<file path="src/rtl/cfu_idivrem.sv">
// cfu_idivrem -- iterative unsigned divide / remainder custom function unit.
//
// Responder side of the CFU request/response handshake. One request is
// accepted at a time and answered after a restoring divide that produces one
// quotient bit per cycle. Requests aimed at another interface ID, requests
// with an unknown function ID and divide-by-zero are answered one cycle after
// the accept, without iterating.
//
// Ports
//   clock       rising-edge clock
//   reset       synchronous, active-high reset
//   req_valid   request present             req_ready   unit can accept
//   req_cfu     interface ID                req_func    0=DIVU, 1=REMU
//   req_id      request tag                 req_data0   dividend
//   req_data1   divisor
//   resp_valid  response present            resp_ready  initiator accepts
//   resp_id     tag of the answered request resp_err    1 = error response
//   resp_data   result, or error code (1 = unknown interface, 2 = unknown function)
//   dbg_state   current FSM state (0 IDLE, 1 FAST, 2 BUSY, 3 DONE)
//
// Handshake: a transfer happens on a rising edge where valid and ready are
// both high. req_* is sampled only while req_ready=1; resp_* is held stable
// while resp_valid=1 and resp_ready=0.
module cfu_idivrem #(
  parameter int CFU_VERSION        = 0,
  parameter int CFU_INTERFACE_ID_W = 16,
  parameter int CFU_FUNCTION_ID_W  = 1,
  parameter int CFU_REQ_RESP_ID_W  = 6,
  parameter int CFU_REQ_DATA_W     = 32,
  parameter int CFU_RESP_DATA_W    = CFU_REQ_DATA_W,
  parameter int IID_IDIVREM        = 1001
) (
  input  logic                          clock,
  input  logic                          reset,
  input  logic                          req_valid,
  output logic                          req_ready,
  input  logic [CFU_INTERFACE_ID_W-1:0] req_cfu,
  input  logic [CFU_FUNCTION_ID_W-1:0]  req_func,
  input  logic [CFU_REQ_RESP_ID_W-1:0]  req_id,
  input  logic [CFU_REQ_DATA_W-1:0]     req_data0,
  input  logic [CFU_REQ_DATA_W-1:0]     req_data1,
  output logic                          resp_valid,
  input  logic                          resp_ready,
  output logic [CFU_REQ_RESP_ID_W-1:0]  resp_id,
  output logic                          resp_err,
  output logic [CFU_RESP_DATA_W-1:0]    resp_data,
  output logic [1:0]                    dbg_state
);

  localparam int W     = CFU_REQ_DATA_W;
  localparam int IDW   = CFU_REQ_RESP_ID_W;
  localparam int CW    = $clog2(W + 1);
  localparam logic [CFU_INTERFACE_ID_W-1:0] IID = CFU_INTERFACE_ID_W'(IID_IDIVREM);
  localparam logic [CFU_FUNCTION_ID_W-1:0]  FN_MAX = CFU_FUNCTION_ID_W'(1);

  if (CFU_VERSION != 0 || CFU_RESP_DATA_W != CFU_REQ_DATA_W) begin : g_cfg_err
    $error("cfu_idivrem: only CFU_VERSION 0 with CFU_RESP_DATA_W == CFU_REQ_DATA_W is supported");
  end

  // FAST is the one-cycle path for errors and divide-by-zero.
  typedef enum logic [1:0] {
    S_IDLE = 2'd0,
    S_FAST = 2'd1,
    S_BUSY = 2'd2,
    S_DONE = 2'd3
  } state_e;

  state_e          state_q, state_d;
  logic [W:0]      rem_q, rem_d;       // one spare bit so the shifted remainder never overflows
  logic [W-1:0]    quo_q, quo_d;       // holds the dividend at accept, the quotient at the end
  logic [W-1:0]    div_q, div_d;
  logic [CW-1:0]   cnt_q, cnt_d;
  logic            func_q, func_d;
  logic            cfu_bad_q, cfu_bad_d;
  logic            fn_bad_q, fn_bad_d;
  logic [IDW-1:0]  id_q, id_d;
  logic [IDW-1:0]  resp_id_q, resp_id_d;
  logic            resp_err_q, resp_err_d;
  logic [W-1:0]    resp_data_q, resp_data_d;

  // One restoring step on {rem, quo}.
  logic [W:0]      rem_sh, rem_step;
  logic [W-1:0]    quo_step;

  always_comb begin
    rem_sh   = {rem_q[W-1:0], quo_q[W-1]};
    rem_step = rem_sh;
    quo_step = {quo_q[W-2:0], 1'b0};
    if (rem_sh >= {1'b0, div_q}) begin
      rem_step    = rem_sh - {1'b0, div_q};
      quo_step[0] = 1'b1;
    end
  end

  always_comb begin
    state_d     = state_q;
    rem_d       = rem_q;
    quo_d       = quo_q;
    div_d       = div_q;
    cnt_d       = cnt_q;
    func_d      = func_q;
    cfu_bad_d   = cfu_bad_q;
    fn_bad_d    = fn_bad_q;
    id_d        = id_q;
    resp_id_d   = resp_id_q;
    resp_err_d  = resp_err_q;
    resp_data_d = resp_data_q;

    unique case (state_q)
      S_IDLE: begin
        if (req_valid) begin
          id_d      = req_id;
          func_d    = req_func[0];
          quo_d     = req_data0;
          rem_d     = '0;
          div_d     = req_data1;
          cnt_d     = CW'(W);
          cfu_bad_d = (req_cfu != IID);
          fn_bad_d  = (req_func > FN_MAX);
          if ((req_cfu != IID) || (req_func > FN_MAX) || (req_data1 == '0)) begin
            state_d = S_FAST;
          end else begin
            state_d = S_BUSY;
          end
        end
      end
      S_FAST: begin
        resp_id_d = id_q;
        if (cfu_bad_q) begin
          resp_err_d  = 1'b1;
          resp_data_d = W'(1);
        end else if (fn_bad_q) begin
          resp_err_d  = 1'b1;
          resp_data_d = W'(2);
        end else begin
          // Divide by zero: quotient all ones, remainder is the dividend.
          resp_err_d  = 1'b0;
          resp_data_d = func_q ? quo_q : '1;
        end
        state_d = S_DONE;
      end
      S_BUSY: begin
        if (cnt_q != '0) begin
          rem_d = rem_step;
          quo_d = quo_step;
          cnt_d = cnt_q - CW'(1);
        end else begin
          // Extra cycle after the last step registers the result.
          resp_id_d   = id_q;
          resp_err_d  = 1'b0;
          resp_data_d = func_q ? rem_q[W-1:0] : quo_q;
          state_d     = S_DONE;
        end
      end
      S_DONE: begin
        if (resp_ready) state_d = S_IDLE;
      end
      default: state_d = S_IDLE;
    endcase
  end

  always_ff @(posedge clock) begin
    if (reset) begin
      state_q     <= S_IDLE;
      rem_q       <= '0;
      quo_q       <= '0;
      div_q       <= '0;
      cnt_q       <= '0;
      func_q      <= 1'b0;
      cfu_bad_q   <= 1'b0;
      fn_bad_q    <= 1'b0;
      id_q        <= '0;
      resp_id_q   <= '0;
      resp_err_q  <= 1'b0;
      resp_data_q <= '0;
    end else begin
      state_q     <= state_d;
      rem_q       <= rem_d;
      quo_q       <= quo_d;
      div_q       <= div_d;
      cnt_q       <= cnt_d;
      func_q      <= func_d;
      cfu_bad_q   <= cfu_bad_d;
      fn_bad_q    <= fn_bad_d;
      id_q        <= id_d;
      resp_id_q   <= resp_id_d;
      resp_err_q  <= resp_err_d;
      resp_data_q <= resp_data_d;
    end
  end

  assign req_ready  = (state_q == S_IDLE);
  assign resp_valid = (state_q == S_DONE);
  assign resp_id    = resp_id_q;
  assign resp_err   = resp_err_q;
  assign resp_data  = resp_data_q;
  assign dbg_state  = state_q;

endmodule

</file>
<file path="config.mk">
export PLATFORM = sky130hd
export DESIGN_NAME = cfu_idivrem
export DESIGN_NICKNAME = d
export VERILOG_FILES = /design/src/rtl/cfu_idivrem.sv
export SDC_FILE = /design/constraint.sdc
export NUM_CORES = 1
export LEC_CHECK = 0
export CAP_MARGIN = 10
export CORE_MARGIN = 1.5
export CORE_UTILIZATION = 54
export CTS_CLUSTER_DIAMETER = 80
export DETAILED_ROUTE_END_ITERATION = 10
export PLACE_DENSITY_LB_ADDON = 0.3
export SLEW_MARGIN = 30
export SYNTH_ARGS = -nofsm -noshare
export SYNTH_HDL_FRONTEND = slang
export SYNTH_SLANG_ARGS = --single-unit
</file>
<file path="constraint.sdc">
create_clock -name clock -period 3.5 [get_ports clock]
set_input_delay 0.525 -clock clock [delete_from_list [all_inputs] [get_ports clock]]
set_output_delay 0.525 -clock clock [all_outputs]
set_load 0.02 [all_outputs]
</file>
# After elaboration in Yosys (flattened, before gate mapping)

Index checks and enable logic that the tools add are counted.

Bits in registers: 152
Latch bits: 0
Bits in writable memories: 0
Memory bits (read-only): 0
Bits of input ports: 91
Output and inout port bits: 43
Word-level logic and storage cells: 63
Memories kept: 0

$add $sub $neg: 2
Multiply operators: 0
Div/mod/pow operators: 0
Order comparisons: 2
Eq/ne operators: 8
Shift operators: 0
Muxes and demuxes: 28
Bitwise logic cells: 0
Reductions and logical operators: 11

Operators by type and width:

| cell                                                 | number |
|---|---|
| two-way mux 32 bit                                   | 10 |
| one-hot mux 32 bit (2 select lines)                  | 3 |
| greater-or-equal comparator 33 x 32 -> 1 bit         | 1 |
| zero test 32 bit                                     | 1 |
| subtractor 32 bit                                    | 1 |
| one-hot mux 6 bit (2 select lines)                   | 2 |
| two-way mux 6 bit                                    | 3 |
| != test 16 x 10 -> 1 bit (second input constant)     | 1 |
| two-way mux 2 bit                                    | 4 |
| one-hot mux 2 bit (4 select lines)                   | 1 |
| != test 2 bit (second input constant)                | 3 |
| AND reduction 3 bit                                  | 2 |
| nonzero test 6 bit                                   | 1 |
| subtractor 6 x 1 -> 6 bit (second input constant)    | 1 |
| equality test 2 bit (second input constant)          | 2 |
| two-way mux 1 bit                                    | 4 |
| AND reduction 2 bit                                  | 2 |
| nonzero test 2 bit                                   | 2 |
| equality test 2 x 1 -> 1 bit (second input constant) | 1 |
| zero test 2 bit                                      | 1 |
| logical OR 1 bit                                     | 2 |
| != test 2 x 1 -> 1 bit (second input constant)       | 1 |
| one-hot mux 1 bit (2 select lines)                   | 1 |
| > comparator 1 bit (second input constant)           | 1 |

# Depth between registers and ports, before layout

Gate-level depths: netlist (run 1).

Depth after elaboration: 6
Depth in mapped cells: 13
Gate-level depth less buffers: 12

# Least setup slack after synthesis (run 1)

Ideal clock, no wire load.

Kind: flip-flop to flip-flop
Start: register div_q[1]
End: register rem_q[29]
Setup time: 0.060 ns
Arrival time: 2.686 ns
Data required time: 3.440 ns
Path slack: 0.754 ns
Cell stages (with the launch flop): 12
Buffers on the path: 0
Period minus slack after synthesis: 2.746 ns
Path through: dfxtp_1 > inv_1 > ha_1 > nor2b_2 > o2111ai_1 > a211o_1 > a311oi_4 > a31oi_2 > o21a_1 > or3_1 > mux2_2 > nand2_1

Word-level cells in the longest chain between the ends: 4
Elaborated cells between the ends (all ways): 5
Those cells by class: add/sub (1); order compare (1); mux (3)

RTL lines:

| element                                                                           | line   | RTL |
|---|---|---|
| start: declaration                                                                | 71     | `logic [W-1:0] div_q, div_d;` |
| start signal: assignment                                                          | 180    | `div_q <= div_d;` |
| subtractor 32 bit or greater-or-equal comparator 33 x 32 -> 1 bit (tied branches) | 90, 89 |  |
| two-way mux 32 bit *                                                              | 89     | `if (rem_sh >= {1'b0, div_q}) begin` |
| two-way mux 32 bit *                                                              | 143    | `if (cnt_q != '0) begin` |
| one-hot mux 32 bit (2 select lines) *                                             | 109    | `unique case (state_q)` |
| end signal: assignment                                                            | 178    | `rem_q <= rem_d;` |
| end: declaration                                                                  | 69     | `logic [W:0] rem_q, rem_d;` |

Mark *: on every way between the ends. The rest lies on a longest branch, timed or not. The select of a mux whose other input is x is not followed.
A chain may end at the register's enable or synchronous reset.

# Final worst setup path (run 1)

Start: register div_q[1]
End: register rem_q[3]

The elaborated chain is that of the path after synthesis.

==> summary.md, run 1 <==
| Metric | Value |
|---|---|
| Cells after Synth | 1041 |
| GPL Wtd Cong | 0.955 |
| Sequential area share after synthesis | ~36% |
| GRT busiest layer | met2 |
| Die height | about 130 µm |
| Via count | 7754 |
| Clk buf depth | 2 |
| RSZ-0062 raised after global routing | false |
| CTS H-tree lvls | 4 |
| FF-to-FF path depth | 11 |
| Yosys warning total | 0 |
| Leak | 3.93 nW |
| Clk_lat worst skew | around 0.43 ns |
| Crit. End Element | register |
| Relative slew slack | a little under two fifths |
| Initial DRC Count | a little over 700 |
| Router iterations before antenna repair | 5 |
| Post-Syn Area | 0.00832 mm² |
| Via-to-Cell Ratio | slightly below 6 |
| Count leader, synth | dfxtp_1 |
| Top_reg_cell synth | dfxtp_1 |
| VDD IR max | between 0.4 and 0.5 mV |
| CP max FO | 17 |
| Initial Util | 54.9% |
| Yosys reg bits | around 150 |
| Die width | 127 µm |
| HPWL after DPL | about 15000 µm |
| Setup repair bufs after CTS | 0 |
| Routed Wire Length | about 21000 µm |
| Clk pin slew, worst setup/hold paths | roughly 0.06 ns |
| Async SR Flop Fraction | 0% |
| Worst min path class | reg -> reg |
| M2 GR Usage | 40.8% |
| Max Cap Viol | 0 |
| Initial antenna violation count | 0 |
| Setup violations, final | 0 |
| Layout area overhead | 24.1% |
| Post-layout nets | ~1300 |
| Hold Fails Final Rpt | 0 |
| Post-CTS sizing | 0 |
| Fraction of layout cells with a size suffix above 1 | 4.87% |
| Core area | between 0.015 and 0.02 mm² |
| Crit path launch type | register |
| Period Utilization, post-route | between 90% and 100% |
| Hold Path Cell Cnt | 2 |
| Top post-synthesis cells by area | dfxtp_1, mux2i_1, a21oi_1 |
| Met3 usage | 3.98% |
| Largest net degree at the start of global routing | 96 |
| Area of the multi-input gates | around 0.0049 mm² |
| WP data required | 3.80 ns |
| Mapped Nets | 1170 |
| Tmin final | roughly 3.2 ns |
| Top cell type's share of synthesized area | a little over a third |
| Die area | between 0.015 and 0.02 mm² |
| TritonCTS clock tree | done |
| Sequential cell area | between 0.003 and 0.004 mm² |
| Setup TNS Final | 0 ns |
| Top cells by count, synth | dfxtp_1, nand2_1, a21oi_1 |
| Total gr overflow | 0 |
| Wirelength per Cell | ~16 µm |
| Design Power | 8.53 mW |
| I/O Buffers | about 130 |
| Yosys cell types | 58 |
| Clock Sinks | ~150 |
| Root buffer cell | clkbuf_16 |
| Status | finished, final reports clean |
| Final Max Slew Viols | 0 |
| Row cnt | 45 |
| CTS buffer count | 17 |
| Post-synth EDFFs | 0 |
| Ant. Diodes | 0 |
| Met1 global-route usage | between 30% and 40% |
| WP data arrival | 3.48 ns |
| First-pass GRT wire length | between 30000 and 40000 µm |
| # DRC | 0 |
| Fillers | 1257 |
| Crit Path Category | reg -> reg |
| Top Ports | roughly 130 |
| FMAX | 0.315 GHz |
| Post-DRT Antenna Nets | 0 |
| Tightest Pin Transition | about 0.94 ns |
| Vias in the first global route | a little over 7000 |
| Hold buffers post-CTS | 0 |
| Syn Area/Cell | roughly 8.0 µm² |
| Pwr dens | between 800 and 900 mW/mm² |
| Cell taking the most area after synthesis | dfxtp_1 |
| Total GRT Usage | around 27% |
| Final setup skew | roughly 0.012 ns |
==> power by group <==
group	switching, mW	leakage, nW	internal [mW]
Clock	0.700	0.285	1.13
Sequential	0.333	1.24	2.16
Combinational	2.49	2.41	1.73
==> per-stage QoR <==
step | cell area (µm²) | worst slack, ns | instances | util (%) | hold WS (ns)
2_1_floorplan | 8320 | 0.754 | 1041 | - | 0.436
3_5_place_dp | 9740 | 0.364 | 1306 | 64.3 | 0.447
4_1_cts | 10300 | 0.353 | 1338 | 68.2 | 0.455
6_report | 10300 | 0.325 | 1338 | 68.2 | 0.454
3_3_place_gp | 9730 | 0.480 | 1306 | 64.3 | 0.442
5_1_grt | 10300 | 0.109 | 1338 | 68.2 | 0.472
==> layout make-up <==
cell class	instances	area share, %
timing repair buffer	148	14.0
clock inverter	6	0.872
clock buffer	26	4.83
tap	188	2.28
sequential	151	29.3
multi-input combinational	777	47.3
inverter	42	1.53
==> critical path, stage by stage, from the launching register on <==
cell and delay [ns]:
dfxtp_1 0.38, inv_1 0.06, ha_1 0.29, nor2b_2 0.15, o2111ai_1 0.18, a211o_1 0.41, a311oi_4 0.36, a31oi_2 0.16
o21ai_1 0.39, buf_4 0.34, mux2i_1 0.23, o21ai_0 0.09
==> layout by cell type, fill, tap and decap left out, types with 8 or more instances in the layout <==
cell type,instances
xor2_1,16
inv_1,42
a21oi_1,113
nand2_1,128
a21o_1,15
clkdlybuf4s50_1,132
mux2i_1,78
nor2_1,108
nor4_1,11
nor3_1,10
o21ai_0,79
a211oi_1,63
xnor2_1,16
buf_4,16
nand2b_1,12
nand4_1,8
a32oi_1,11
dfxtp_1,151
ha_1,36
clkbuf_16,17
==> worst paths after layout <==
kind,endpoint,from,slack [ns]
min,id_q[2],id_q[2],0.45
max reg2reg,rem_q[3],div_q[1],0.32
min reg2reg,id_q[2],id_q[2],0.45
max,rem_q[3],div_q[1],0.32
==> registers in the layout (all words and copies together) (netlist names) <==
signal and flops:
rem_q 32, cfu_bad_q 1, resp_err 1, id_q 6
div_q 32, resp_data 32, quo_q 32, cnt_q 6
func_q 1, resp_id 6, dbg_state 2
==> routing by layer <==
layer	up-vias	share of wire, %
li1	3907	-
met1	3527	49
met2	292	43
met3	28	6.5
met4	0	1.5
met5	-	0
==> kinds of logic after synthesis <==
logic type | after synthesis | synth area share [%]
simple gates | 308 | 16.1
flops | 151 | 36.3
fa+ha+maj | 38 | 5.81
compound gates | 320 | 23.6
buf+inv | 113 | 5.23
mux | 79 | 9.52
xor+xnor | 32 | 3.37
(Power assumes the default switching activity.)
==> run 2, diff against run 1 <==
- CTS_CLUSTER_DIAMETER: 80 -> 60
- GPL_ROUTABILITY_DRIVEN: default -> 0
==> run 2 against run 1 <==
  * Power fell by 1.0%
  * Sequential power barely moved
  * Flip-flop and latch count did not move
  * Register-to-register slack improved by 0.07 ns
  * Critical path type unchanged
  * Worst hold slack got worse by 0.0022 ns
  * Wire length fell by 0.45%
  * Sequential share of layout area rose by 0.11 points
  * Utilization fell by 0.25 points
==> summary.md, run 2 (synthesized netlist as in run 1, its figures left out) <==
| Metric | Value |
|---|---|
| Hold Fails Final Rpt | 0 |
| Core area | 0.0151 mm² |
| Final core occ | between 60% and 70% |
| Crit path launch type | register |
| Period Utilization, post-route | between 80% and 90% |
| Fillers | 1240 |
| Status | finished, final reports clean |
| Post-CTS sizing | 0 |
| Total GRT Usage | between 20% and 30% |
| Total gr overflow | 0 |
| Initial antenna violation count | 0 |
| Relative slew slack | between 40% and 50% |
| CP max FO | 17 |
| Post-layout nets | 1266 |
| TritonCTS clock tree | done |
| Tightest Pin Transition | 0.815 ns |
| Final WS setup | around 0.39 ns |
| Routed Wire Length | 21200 µm |
| Most common cell after layout, fill and taps aside | dfxtp_1 |
| Top Ports | 134 |
| Clock Sinks | between 150 and 200 |
| Row cnt | between 40 and 50 |
| Die area | approximately 0.016 mm² |
| FMAX | 0.322 GHz |
| Setup violations, final | 0 |
| Via-to-Cell Ratio | 5.78 |
| FF-to-FF Start | div_q[1] |
| Initial DRC Count | between 700 and 800 |
| Wirelength per Cell | approximately 16 µm |
| Crit. Startpoint | div_q[1] |
| Max Cap Viol | 0 |
| WP data required | 3.79 ns |
| Crit Path Category | reg -> reg |
| Clk buf depth | 2 |
| Commonest cells after routing, fill and taps aside | dfxtp_1, clkdlybuf4s50_1, nand2_1 |
| Clk_lat worst skew | about 0.42 ns |
| Pwr dens | ~820 mW/mm² |
| Ant. Diodes | 0 |
| First-pass GRT wire length | between 30000 and 40000 µm |
| Hold WS | about 0.45 ns |
| Final Max Slew Viols | 0 |
| CTS buffer count | 17 |
| Hold buffers post-CTS | 0 |
| Router iterations before antenna repair | 6 |
| Pre-CTS setup slack | 0.437 ns |
| HPWL after DPL | around 15000 µm |
| Largest net degree at the start of global routing | 77 |
| Final Instance Count excl. Fillers | about 1300 |
| Crit. End Element | register |
| Setup repair bufs after CTS | 0 |
| Post-DRT Antenna Nets | 0 |
| Final setup skew | around 0.0077 ns |
| CTS H-tree lvls | 4 |
| Leak | ~3.9 nW |
| Clk pin slew, worst setup/hold paths | ~0.060 ns |
| Inst Count DP | about 1300 |
| Worst min path class | reg -> reg |
| Die width | between 100 and 150 µm |
| Vias in the first global route | approximately 7000 |
| Root buffer cell | clkbuf_16 |
| I/O Buffers | ~130 |
| Setup TNS Final | 0 ns |
| Via count | around 7700 |
| Fraction of layout cells with a size suffix above 1 | under 10% |
| VDD IR max | about 0.43 mV |
| WP data arrival | roughly 3.4 ns |
| Min-delay src | div_q[28] |
| RSZ-0062 raised after global routing | false |
| # DRC | 0 |
| Die height | around 130 µm |
| Tmin final | between 3 and 4 ns |
| Layout area overhead | 23.7% |
| Initial Util | between 50% and 60% |
run 2: cell count changes in the layout (fill, tap and decap cells not counted), sizes merged:
cell,before,now
clkinv,3,6
clkbuf,26,20
run 2: cell type report:
class / instances / area (µm²) / share of cell area, %
clock buffer: 20 / 447 / 4.34
multi-input combinational: 777 / 4880 / 47.4
inverter: 42 / 158 / 1.53
sequential: 151 / 3020 / 29.4
tap: 188 / 235 / 2.29
clock inverter: 9 / 105 / 1.02
timing repair buffer: 148 / 1440 / 14.0
run 2: worst paths after layout:
kind	end	slack, ns	depth (start not counted)
hold / removal	div_q[28]	0.45	2
setup reg to reg	rem_q[22]	0.39	11
setup / recovery	rem_q[22]	0.39	11
hold reg to reg	div_q[28]	0.45	2
run 2: report_power, final:
part / internal [mW] / leakage, nW / total (mW) / switching, mW
logic: 1.72 / 2.41 / 4.22 / 2.50
registers: 2.15 / 1.24 / 2.48 / 0.327
clock network: 1.05 / 0.271 / 1.74 / 0.688
total: 4.93 / 3.91 / 8.44 / 3.51
run 2: per-stage QoR:
stage / area (µm²) / power, mW
floorplan: 8320 / 5.56
global placement: 9730 / 6.57
detailed placement: 9740 / 6.66
CTS: 10300 / 8.42
global route: 10300 / 9.04
finish: 10300 / 8.44
run 2: routing by layer:
metal	global-route usage [%]	up-vias	part of all wire, %
li1	-	3877	-
met1	38.7	3531	49
met2	39.6	284	43
met3	3.77	26	6.6
met4	7.55	0	1.2
met5	0	-	0
run 2: critical path, cell delays in order (launching register included):
cell	delay [ns]
dfxtp_1	0.38
inv_1	0.06
ha_1	0.28
nor2b_2	0.15
o2111ai_1	0.16
a211o_1	0.40
a311oi_4	0.36
a31oi_2	0.17
o21ai_1	0.39
buf_4	0.34
mux2i_1	0.22
o21ai_0	0.09
==> run 3, diff against run 2 <==
- CAP_MARGIN: 10 -> 20
==> results of run 3 <==
Final layout, timing and power as in run 2 (identical DEF).
